===== config.mk =====
export PLATFORM = sky130hd
export DESIGN_NAME = bg_pixel_fetch
export DESIGN_NICKNAME = d
export VERILOG_FILES = /design/src/rtl/bg_pkg.sv /design/src/rtl/bg_fade_ctrl.sv /design/src/rtl/bg_pixel_fetch.sv
export SDC_FILE = /design/constraint.sdc
export NUM_CORES = 1
export LEC_CHECK = 0
export BUFFER_PORTS_ARGS = -buffer_cell sky130_fd_sc_hd__buf_2
export CAP_MARGIN = 20
export CORE_MARGIN = 2
export CORE_UTILIZATION = 30
export DETAILED_ROUTE_END_ITERATION = 7
export PLACE_DENSITY_LB_ADDON = 0.1
export SLEW_MARGIN = 20
export SYNTH_ARGS = -nofsm -noshare
export SYNTH_HDL_FRONTEND = slang
export SYNTH_HIERARCHICAL = 1
export SYNTH_SLANG_ARGS = --single-unit
export TNS_END_PERCENT = 20

===== constraint.sdc =====
create_clock -name Clk -period 11 [get_ports Clk]
set_clock_uncertainty 0.15 [all_clocks]
set_input_delay 2.75 -clock Clk [delete_from_list [all_inputs] [get_ports Clk]]
set_output_delay 2.75 -clock Clk [all_outputs]
set_load 0.01 [all_outputs]

===== src/rtl/bg_pkg.sv =====
// Shared types, geometry constants and the 32-entry background palette.
// Latency: n/a (declarations only).
// Backpressure: n/a.
package bg_pkg;

    typedef enum logic [1:0] {
        NONE = 2'd0,
        BG   = 2'd1,
        P1   = 2'd2,
        P2   = 2'd3
    } scene_t;

    typedef enum logic [1:0] {
        ST_IDLE,
        ST_FADE_OUT,
        ST_SWAP,
        ST_FADE_IN
    } fade_state_t;

    // Per-pixel sideband that travels alongside the ROM access.
    typedef struct packed {
        logic   act;
        scene_t scene;
    } pix_meta_t;

    localparam int BG_W  = 640;
    localparam int SPR_W = 320;
    localparam int ACT_W = 640;
    localparam int ACT_H = 480;

    localparam logic [4:0] BRIGHT_MAX = 5'd16;

    localparam logic [23:0] PALETTE [32] = '{
        24'h000000, 24'h1F3A5C, 24'h2E5E8C, 24'h4A90C8, 24'h7EC0EE, 24'hB0E0FF, 24'h103010, 24'hFFFFFF,
        24'h2F6F2F, 24'h4FA04F, 24'h80D080, 24'hC0F0C0, 24'h402010, 24'h704020, 24'hA06030, 24'hD09050,
        24'hF0C080, 24'h600000, 24'hA00000, 24'hE03030, 24'hFF8080, 24'h303030, 24'h606060, 24'h909090,
        24'hC0C0C0, 24'hE0E0E0, 24'hFFD700, 24'hFFA500, 24'h8A2BE2, 24'h4B0082, 24'h00CED1, 24'h123456
    };

    // One colour channel scaled by brightness/16; brightness 16 is unity gain.
    function automatic logic [7:0] scale_ch(input logic [7:0] ch, input logic [4:0] bright);
        logic [12:0] prod;
        prod = 13'(ch) * 13'(bright);
        return 8'(prod >> 4);
    endfunction

endpackage


===== src/rtl/bg_fade_ctrl.sv =====
// Scene selection FSM with per-frame fade-out / swap / fade-in brightness sequencing.
// Latency: scene and brightness update on the frame_start cycle; busy rises the cycle after acceptance.
// Backpressure: none; requests arriving while busy are dropped, not queued.
module bg_fade_ctrl
    import bg_pkg::*;
#(
    parameter logic [1:0] RESET_SCENE = 2'd1,
    parameter logic [4:0] FADE_STEP   = 5'd2
) (
    input  logic       i_clk,
    input  logic       i_rst,
    input  logic       i_frame_start,
    input  logic [1:0] i_scene_req,
    input  logic       i_scene_req_vld,
    output scene_t     o_scene,
    output logic [4:0] o_brightness,
    output logic       o_scene_busy
);

    fade_state_t r_state, w_state_nxt;
    logic [4:0]  r_bright, w_bright_nxt;
    scene_t      r_scene, w_scene_nxt;
    scene_t      r_pending, w_pending_nxt;

    logic [5:0]  w_up;
    logic        w_out_done;

    assign w_up       = {1'b0, r_bright} + {1'b0, FADE_STEP};
    assign w_out_done = (r_bright <= FADE_STEP);

    // Next-state: one brightness step or scene swap per frame_start while a change is in flight.
    always_comb begin
        w_state_nxt   = r_state;
        w_bright_nxt  = r_bright;
        w_scene_nxt   = r_scene;
        w_pending_nxt = r_pending;
        case (r_state)
            ST_IDLE: begin
                if (i_scene_req_vld && (scene_t'(i_scene_req) != r_scene)) begin
                    w_pending_nxt = scene_t'(i_scene_req);
                    w_state_nxt   = ST_FADE_OUT;
                end
            end
            ST_FADE_OUT: begin
                if (i_frame_start) begin
                    if (w_out_done) begin
                        w_bright_nxt = '0;
                        w_state_nxt  = ST_SWAP;
                    end else begin
                        w_bright_nxt = r_bright - FADE_STEP;
                    end
                end
            end
            ST_SWAP: begin
                if (i_frame_start) begin
                    w_scene_nxt = r_pending;
                    w_state_nxt = ST_FADE_IN;
                end
            end
            ST_FADE_IN: begin
                if (i_frame_start) begin
                    if (w_up >= 6'(BRIGHT_MAX)) begin
                        w_bright_nxt = BRIGHT_MAX;
                        w_state_nxt  = ST_IDLE;
                    end else begin
                        w_bright_nxt = w_up[4:0];
                    end
                end
            end
            default: w_state_nxt = ST_IDLE;
        endcase
    end

    // State register; reset drops any pending request and restores full brightness.
    always_ff @(posedge i_clk or posedge i_rst) begin
        if (i_rst) begin
            r_state   <= ST_IDLE;
            r_bright  <= BRIGHT_MAX;
            r_scene   <= scene_t'(RESET_SCENE);
            r_pending <= NONE;
        end else begin
            r_state   <= w_state_nxt;
            r_bright  <= w_bright_nxt;
            r_scene   <= w_scene_nxt;
            r_pending <= w_pending_nxt;
        end
    end

    // The scene handed out is the one in force for the pixel sampled this cycle, so the
    // frame_start pixel of a swap frame already belongs to the new scene.
    assign o_scene      = w_scene_nxt;
    assign o_brightness = r_bright;
    assign o_scene_busy = (r_state != ST_IDLE);

endmodule


===== src/rtl/bg_pixel_fetch.sv =====
// Background fetch: DrawX/DrawY -> ROM address + scene, palette index -> faded 24-bit RGB.
// Latency: address/is_bg 1 cycle, RGB/rgb_valid 3 cycles after DrawX/DrawY.
// Backpressure: none; free-running pixel pipeline advancing every Clk.
module bg_pixel_fetch
    import bg_pkg::*;
#(
    parameter logic [1:0] RESET_SCENE = 2'd1,
    parameter logic [4:0] FADE_STEP   = 5'd2,
    parameter int         ROM_LAT     = 1
) (
    input  logic        Clk,
    input  logic        Reset,
    input  logic [9:0]  DrawX,
    input  logic [9:0]  DrawY,
    input  logic        frame_start,
    input  logic [1:0]  scene_req,
    input  logic        scene_req_valid,
    output logic        scene_busy,
    output logic [18:0] bg_read_address,
    output logic [1:0]  is_bg,
    input  logic [4:0]  bg_data_in,
    output logic [7:0]  red,
    output logic [7:0]  green,
    output logic [7:0]  blue,
    output logic        rgb_valid
);

    scene_t     w_scene;
    logic [4:0] w_bright;
    logic       w_active;
    logic [8:0] w_y2;
    logic [18:0] w_addr;

    logic [18:0] r_addr;
    pix_meta_t   r_s1;
    pix_meta_t   r_s2 [ROM_LAT];
    pix_meta_t   w_s2;
    logic [23:0] w_pal;
    logic [23:0] w_rgb;
    logic [23:0] r_rgb;
    logic        r_rgb_vld;

    bg_fade_ctrl #(
        .RESET_SCENE (RESET_SCENE),
        .FADE_STEP   (FADE_STEP)
    ) u_fade (
        .i_clk           (Clk),
        .i_rst           (Reset),
        .i_frame_start   (frame_start),
        .i_scene_req     (scene_req),
        .i_scene_req_vld (scene_req_valid),
        .o_scene         (w_scene),
        .o_brightness    (w_bright),
        .o_scene_busy    (scene_busy)
    );

    assign w_y2     = DrawY[9:1];
    assign w_active = (DrawX < 10'(ACT_W)) && (DrawY < 10'(ACT_H));

    // Address generation: full-width background or half-resolution 320-wide picture.
    always_comb begin
        w_addr = '0;
        if (w_active) begin
            case (w_scene)
                BG:      w_addr = 19'(w_y2) * 19'(BG_W) + 19'(DrawX);
                P1, P2:  w_addr = 19'(w_y2) * 19'(SPR_W) + 19'(DrawX[9:1]);
                default: w_addr = '0;
            endcase
        end
    end

    // S1: ROM address and the sideband that must stay aligned with it.
    always_ff @(posedge Clk or posedge Reset) begin
        if (Reset) begin
            r_addr <= '0;
            r_s1   <= '{act: 1'b0, scene: scene_t'(RESET_SCENE)};
        end else begin
            r_addr <= w_addr;
            r_s1   <= '{act: w_active, scene: w_scene};
        end
    end

    // S2: delay the sideband by the ROM read latency so it meets bg_data_in.
    always_ff @(posedge Clk or posedge Reset) begin
        if (Reset) begin
            for (int i = 0; i < ROM_LAT; i++) begin
                r_s2[i] <= '{act: 1'b0, scene: scene_t'(RESET_SCENE)};
            end
        end else begin
            r_s2[0] <= r_s1;
            for (int i = 1; i < ROM_LAT; i++) begin
                r_s2[i] <= r_s2[i-1];
            end
        end
    end

    assign w_s2 = r_s2[ROM_LAT-1];

    // S3 datapath: palette lookup then brightness scale; blank for scene NONE or blanking.
    always_comb begin
        w_pal = PALETTE[bg_data_in];
        w_rgb = '0;
        if (w_s2.act && (w_s2.scene != NONE)) begin
            w_rgb = {scale_ch(w_pal[23:16], w_bright),
                     scale_ch(w_pal[15:8],  w_bright),
                     scale_ch(w_pal[7:0],   w_bright)};
        end
    end

    // S3: register the output colour and its active-pixel flag.
    always_ff @(posedge Clk or posedge Reset) begin
        if (Reset) begin
            r_rgb     <= '0;
            r_rgb_vld <= 1'b0;
        end else begin
            r_rgb     <= w_rgb;
            r_rgb_vld <= w_s2.act;
        end
    end

    assign bg_read_address = r_addr;
    assign is_bg           = r_s1.scene;
    assign red             = r_rgb[23:16];
    assign green           = r_rgb[15:8];
    assign blue            = r_rgb[7:0];
    assign rgb_valid       = r_rgb_vld;

endmodule


* Yosys cells after proc, flatten, opt, wreduce, memory -nomap -nowiden *
Memory sizes are Yosys's and may differ from the RTL's.
Cells that the tools add are included.

storage, ports and cells
  input bits = 31
  word-level logic and storage cells = 69
  flip-flop bits (word level) = 59
  output and inout port bits = 47
  memory bits (read-only) = 768
  memories = 1

memory list
  memory            words  bits a word  read ports  clocked after memory_dff  write ports  RTL line               RTL
  (name not given)  32     24           1           0                         0            bg_pixel_fetch.sv:101  w_pal = PALETTE[bg_data_in];

operators by class
  order comparisons = 5
  multiplexer cells = 19
  equality and inequality tests = 13
  bitwise logic cells = 1
  reductions and logical operators = 11
  add/sub/neg operators = 4
  multipliers = 5

operator list
  kind                                                                                 number
  24-bit 2-to-1 mux                                                                    3
  19-bit one-hot mux with 2 select lines                                               1
  8-bit by 5-bit multiplier with 12-bit output                                         3
  9-bit by 3-bit multiplier with 12-bit output, second input constant                  2
  5-bit 2-to-1 mux                                                                     4
  18-bit by 9-bit adder with 19-bit output                                             1
  19-bit by 10-bit adder with 19-bit output                                            1
  19-bit 2-to-1 mux                                                                    1
  2-bit 2-to-1 mux                                                                     8
  10-bit less-than comparator, second input constant                                   1
  10-bit by 9-bit less-than comparator with 1-bit output, second input constant        1
  5-bit one-hot mux with 2 select lines                                                1
  2-bit equality test, second input constant                                           4
  2-bit one-hot mux with 4 select lines                                                1
  5-bit by 2-bit adder with 6-bit output, second input constant                        1
  6-bit by 5-bit greater-or-equal comparator with 1-bit output, second input constant  1
  6-bit greater-or-equal comparator, second input constant                             1
  2-bit by 1-bit != test with 1-bit output, second input constant                      3
  2-bit != test, second input constant                                                 3
  5-bit inverter with 6-bit output                                                     1
  6-bit AND reduction                                                                  1
  2-bit nonzero test                                                                   3
  5-bit by 2-bit less-or-equal comparator with 1-bit output, second input constant     1
  5-bit by 2-bit subtractor with 5-bit output, second input constant                   1
  7 further kinds                                                                      10

* Logic depth before layout (Yosys ltp) *
  word-level depth = 6
  depth in mapped cells = 21

* Cells and area by module *
Netlist, hierarchy kept.

by module, submodules not included
  module          area an instance (um^2)  times used  cells an instance
  bg_pixel_fetch  6672.6                   1           767
  bg_fade_ctrl    698.2                    1           74

* Worst setup path before layout *
Ideal clock, no wire load.

  kind = input to register
  start point = input port bg_data_in[4]
  end point = register r_rgb[23]
  cell stages on the path = 19
  data required time = 10716 ps
  arrival = 6971 ps
  buffers on the path = 4
  setup slack = 3745 ps
  path through = buf_2 buf_2 clkbuf_1 buf_1 a21oi_1 a31oi_1 and2_1 fa_1 fa_1 inv_1 fa_1 inv_1 ha_1 a21o_1 a221o_1 a21oi_1 o21ai_1 xnor2_1 nor2_1

between the ends
  longest elaborated chain between the ends = 6

ends and longest elaborated chain
  element                                                 RTL line               RTL
  from (decl)                                             bg_pixel_fetch.sv:21   input logic [4:0] bg_data_in,
  5-bit inverter with 6-bit output (implied by the code)  bg_pixel_fetch.sv:101
  memory read 32 x 24 bit                                 --
  24-bit 2-to-1 mux (implied by the code) (2 in series)   bg_pixel_fetch.sv:101
  8-bit by 5-bit multiplier with 12-bit output            bg_pkg.sv:43           prod = 13'(ch) * 13'(bright);
  24-bit 2-to-1 mux                                       bg_pixel_fetch.sv:103  if (w_s2.act && (w_s2.scene != NONE)) begin
  via w_rgb[23]                                           bg_pixel_fetch.sv:39   logic [23:0] w_rgb;
  to (signal assigned)                                    bg_pixel_fetch.sv:116  r_rgb <= w_rgb;
  to (decl)                                               bg_pixel_fetch.sv:40   logic [23:0] r_rgb;

The timed path passes the listed nets, and every way through them passes these cells. The select of a mux whose other input is x is not followed.
A chain may end at the register's enable or synchronous reset.

* Final worst setup path *
  start point = input port bg_data_in[2]
  end point = register r_rgb[6]

The elaborated chain is that of the path after synthesis.

==> reports/qor.yml <==
run_status:
  status: "finished clean"
route:
  drtPass1Iterations: 4
  drtIter0Drc: 290
  drt-wirelength-per-cell_um: 14.4
  met3_length_um: 398
  drc: 0
  wl_um: 17600
  routed.top_layer: "met4"
  ant_nets: 0
  met1_length_um: 8470
  vias_per_cell: 4.78
  wl_met2_um: 8530
  vias: 5859
cells_and_area:
  syn2layout_area_growth_pct: 13.0
  final_nets: 1067
  n_antenna_cell: 0
  finish.instance_area_um2: 8330
  nFillCells: 2621
  drive_gt1_share_pct: 14.9
  instances_no_fill: 1226
critical_path:
  worst_path_max_delay_cell: "buf_2"
  crit_chain: "buf_2 > inv_2 > ha_1 > inv_1 > nand2_1 > o311ai_0 > o21ai_0 > and2_1 > fa_1 > fa_1 > inv_1 > fa_1 > inv_1 > ha_1 > a22o_1 > a311oi_2 > o21ai_0 > xnor2_1 > nor2_1"
  endpoint: "r_rgb[6]$_DFF_PP0_"
  critPathCaptureType: "flop"
  cp.arrival_ns: 7.89
  cp-startpoint: "bg_data_in[2]"
  reg2reg_to: "r_rgb[6]$_DFF_PP0_"
  regToRegStartpoint: "u_fade/o_brightness[3]$_DFFE_PP0P_"
  start_kind: "primary input"
  rrSetupSlack_ns: 6.50
  cp_data_required_time_ns: 11.06
  slowest_delay_ns: 0.56
  crit_type: "primary input to flop"
  reg2reg_depth: 13
  crit_path_max_fanout: 44
pwr:
  powerDensity_nw_per_um2: 239
  p_comb_share_pct: 68.3
  switchingPower_uw: 936
  ir_worst_vdd_mv: 0.109
  sw_frac_of_total_pct: 47.0
  intPower_uw: 1060
  leakage_uw: 0.00417
  pwr-share-seq_pct: 17.5
  clkPwrFrac_pct: 14.2
clocking:
  ctsLongestPathBuffers: 2
  clkSlewWorstSetupHoldPaths_ns: 0.06
  postCtsHoldBufs: 0
  cts_buffers: 9
  clock_latency_ns: 0.33
  htreeDepth: 3
  ctsResizeCount: 0
  cts_tree: "done"
  clock_sinks: 60
  root_buffer: "clkbuf_16"
  post_cts.repair.setup_buffers: 0
place:
  portBuffers: 76
  postPlaceCellArea_um2: 8030
  globalplace.congestion: 0.793
  place_hpwl_um: 13900
  place_inst: 1210
die:
  io-pin-count: 78
  die_h_um: 161
  start_util_pct: 30.4
  core_area_um2: 24200
  die_area_um2: 25800
  die_x_um: 161
  core.rowCount: 57
yosys:
  synth_top_area_share_pct: 19.0
  synth_cell_types: 77
  ys_seq_area_share_pct: 20.4
  synth_edf_count: 0
  avgSynthCellArea_um2: 8.76
  synth_ff_type: "dfrtp_1"
  synth_cells: 841
  yosys-top-cells-area: "dfrtp_1, ha_1, fa_1, and2_1, inv_1"
  ys_seq_elements: 60
  syn_nets: 1011
  yosysWarnings: 6
  postSynth.asyncResetShare_pct: 100
  syn_area_um2: 7370
  yosysTopAreaCell: "dfrtp_1"
sta:
  rsz0062_at_grt: "no"
  slew_violations: 0
  timing.final.crit_share_pct: 71.3
  setup_viol: 0
  timing.fmax_ghz: 0.128
  worst_pin_slew_ns: 0.946
  max_slew_margin_pct: 36.8
  hold_viol_final: 0
  period_needed_ns: 7.84
  fin_setup_tns_ns: 0
run:
  maxCapViolations: 0
grt:
  grt_max_degree: 53
  groute.usage.overall_pct: 14.5
  grt_pass1_wl_um: 30900
  first_global_vias: 6148
  grt_antenna_before_repair: 0
  gr-total-overflow: 0
worst_hold_path:
  min_path_type: "flop to flop"
==> Yosys cell counts (3+ instances only) <==
cell	count
a211oi_1	5
a21o_1	20
a21oi_1	46
a22oi_1	15
a311oi_2	3
a31oi_1	9
and2_1	61
and3_1	4
buf_2	10
buf_4	3
clkbuf_1	20
dfrtp_1	56
dfstp_2	4
fa_1	50
ha_1	89
inv_1	87
mux2_2	4
mux2i_1	3
nand2_1	67
nand2b_1	12
nand3_1	9
nand4_1	7
nor2_1	61
nor2b_1	25
nor3_1	12
nor3b_1	5
o21a_1	4
o21ai_0	28
o21ai_1	4
o21bai_1	8
or2_2	5
xnor2_1	30
xor2_1	16
==> stage by stage <==
| step | utilization [%] | hold slack [ns] | setup slack [ns] | power (uW) |
|---|---|---|---|---|
| 2_1_floorplan | - | 0.181 | 3.74 | 1410 |
| 6_report | 34.3 | 0.201 | 3.16 | 1990 |
| 5_1_grt | 34.3 | 0.213 | 2.77 | 2250 |
| 4_1_cts | 34.3 | 0.203 | 3.18 | 2040 |
| 3_3_place_gp | 33.1 | 0.183 | 2.84 | 1750 |
| 3_5_place_dp | 33.1 | 0.190 | 2.82 | 1730 |
==> cell families after synthesis <==
kind of cell | Yosys count | synth area share [%]
AO/OA/AOI/OAI | 178 | 17.0
multiplexers | 10 | 1.83
flip-flops | 60 | 20.4
buffers and inverters | 126 | 6.94
XOR/XNOR | 46 | 5.47
adder cells (fa/ha/maj) | 139 | 28.7
AND/OR/NAND/NOR | 281 | 19.6
other | 1 | 0.0509
==> per-layer routing <==
layer,vias up,global-route usage [%]
met5,-,0
met4,0,3.13
met3,16,2.12
met2,61,25.4
met1,2832,18.9
li1,2950,-
==> worst min path at each step <==
stage	from	to	slack [ns]	cells past startpoint
detailed placement	r_s1[2]$_DFF_PP0_	r_s2[2]$_DFF_PP0_	0.19	0
finish	r_s1[2]$_DFF_PP0_	r_s2[2]$_DFF_PP0_	0.20	0
CTS	r_s1[2]$_DFF_PP0_	r_s2[2]$_DFF_PP0_	0.20	0
global placement	r_s1[2]$_DFF_PP0_	r_s2[2]$_DFF_PP0_	0.18	0
global route	r_s1[2]$_DFF_PP0_	r_s2[2]$_DFF_PP0_	0.21	0
floorplan	r_s1[2]$_DFF_PP0_	r_s2[2]$_DFF_PP0_	0.18	0
==> cell type report <==
cell class,count,area (um2),share of cell area (%)
flip-flops and latches,60,1510,18.1
well taps,324,405,4.87
multi-input cells,655,5360,64.3
clock inverters,7,75.1,0.901
repair buffers,82,425,5.11
inverters,89,334,4.01
clock buffers,9,225,2.70
==> worst max-delay path, delay by kind of cell <==
family	cells	cell delay, ns
AO/OA/AOI/OAI	5	1.37
adder cells (fa/ha/maj)	5	2.21
XOR/XNOR	1	0.18
AND/OR/NAND/NOR	3	0.43
buffers and inverters	5	0.95
==> state kept, by name (all words and copies together) (netlist names) <==
| signal | flops |
|---|---|
| u_fade/o_brightness | 4 |
| bg_read_address | 19 |
| is_bg | 2 |
| u_fade/r_scene | 2 |
| r_rgb | 24 |
| u_fade/r_state | 2 |
| u_fade/r_pending | 2 |
| r_s1 | 1 |
| r_s2 | 3 |
| rgb_valid | 1 |
==> cell usage in the layout, fill, tap and decap left out, drive strengths merged, types with 5 or more instances in the layout <==
| cell type | netlist | final |
|---|---|---|
| nor3 | 12 | 12 |
| nor3b | 5 | 5 |
| clkbuf | 20 | 9 |
| and2 | 61 | 61 |
| nor2b | 25 | 25 |
| a21o | 20 | 20 |
| nand3 | 9 | 9 |
| clkinv | 1 | 6 |
| mux2 | 5 | 5 |
| a211oi | 6 | 6 |
| or2 | 7 | 7 |
| o21bai | 8 | 8 |
| buf | 17 | 82 |
| nand4 | 7 | 7 |
| ha | 89 | 89 |
| inv | 88 | 89 |
| a31oi | 10 | 10 |
| a21oi | 47 | 47 |
| xor2 | 16 | 16 |
| nand2b | 12 | 12 |
| o21ai | 33 | 33 |
| nor2 | 61 | 61 |
| xnor2 | 30 | 30 |
| a22oi | 15 | 15 |
| fa | 50 | 50 |
| a311oi | 5 | 5 |
| dfrtp | 56 | 56 |
| nand2 | 67 | 67 |
==> power groups by stage <==
stage                     Clock [uW]  Combinational (uW)  Sequential (uW)
after floorplan                    0                1060              353
after global placement             0                1400              354
after detailed placement           0                1380              352
after CTS                        295                1390              350
after global routing             303                1590              360
final                            283                1360              348
No activity file was read; power rests on OpenSTA's default activity.
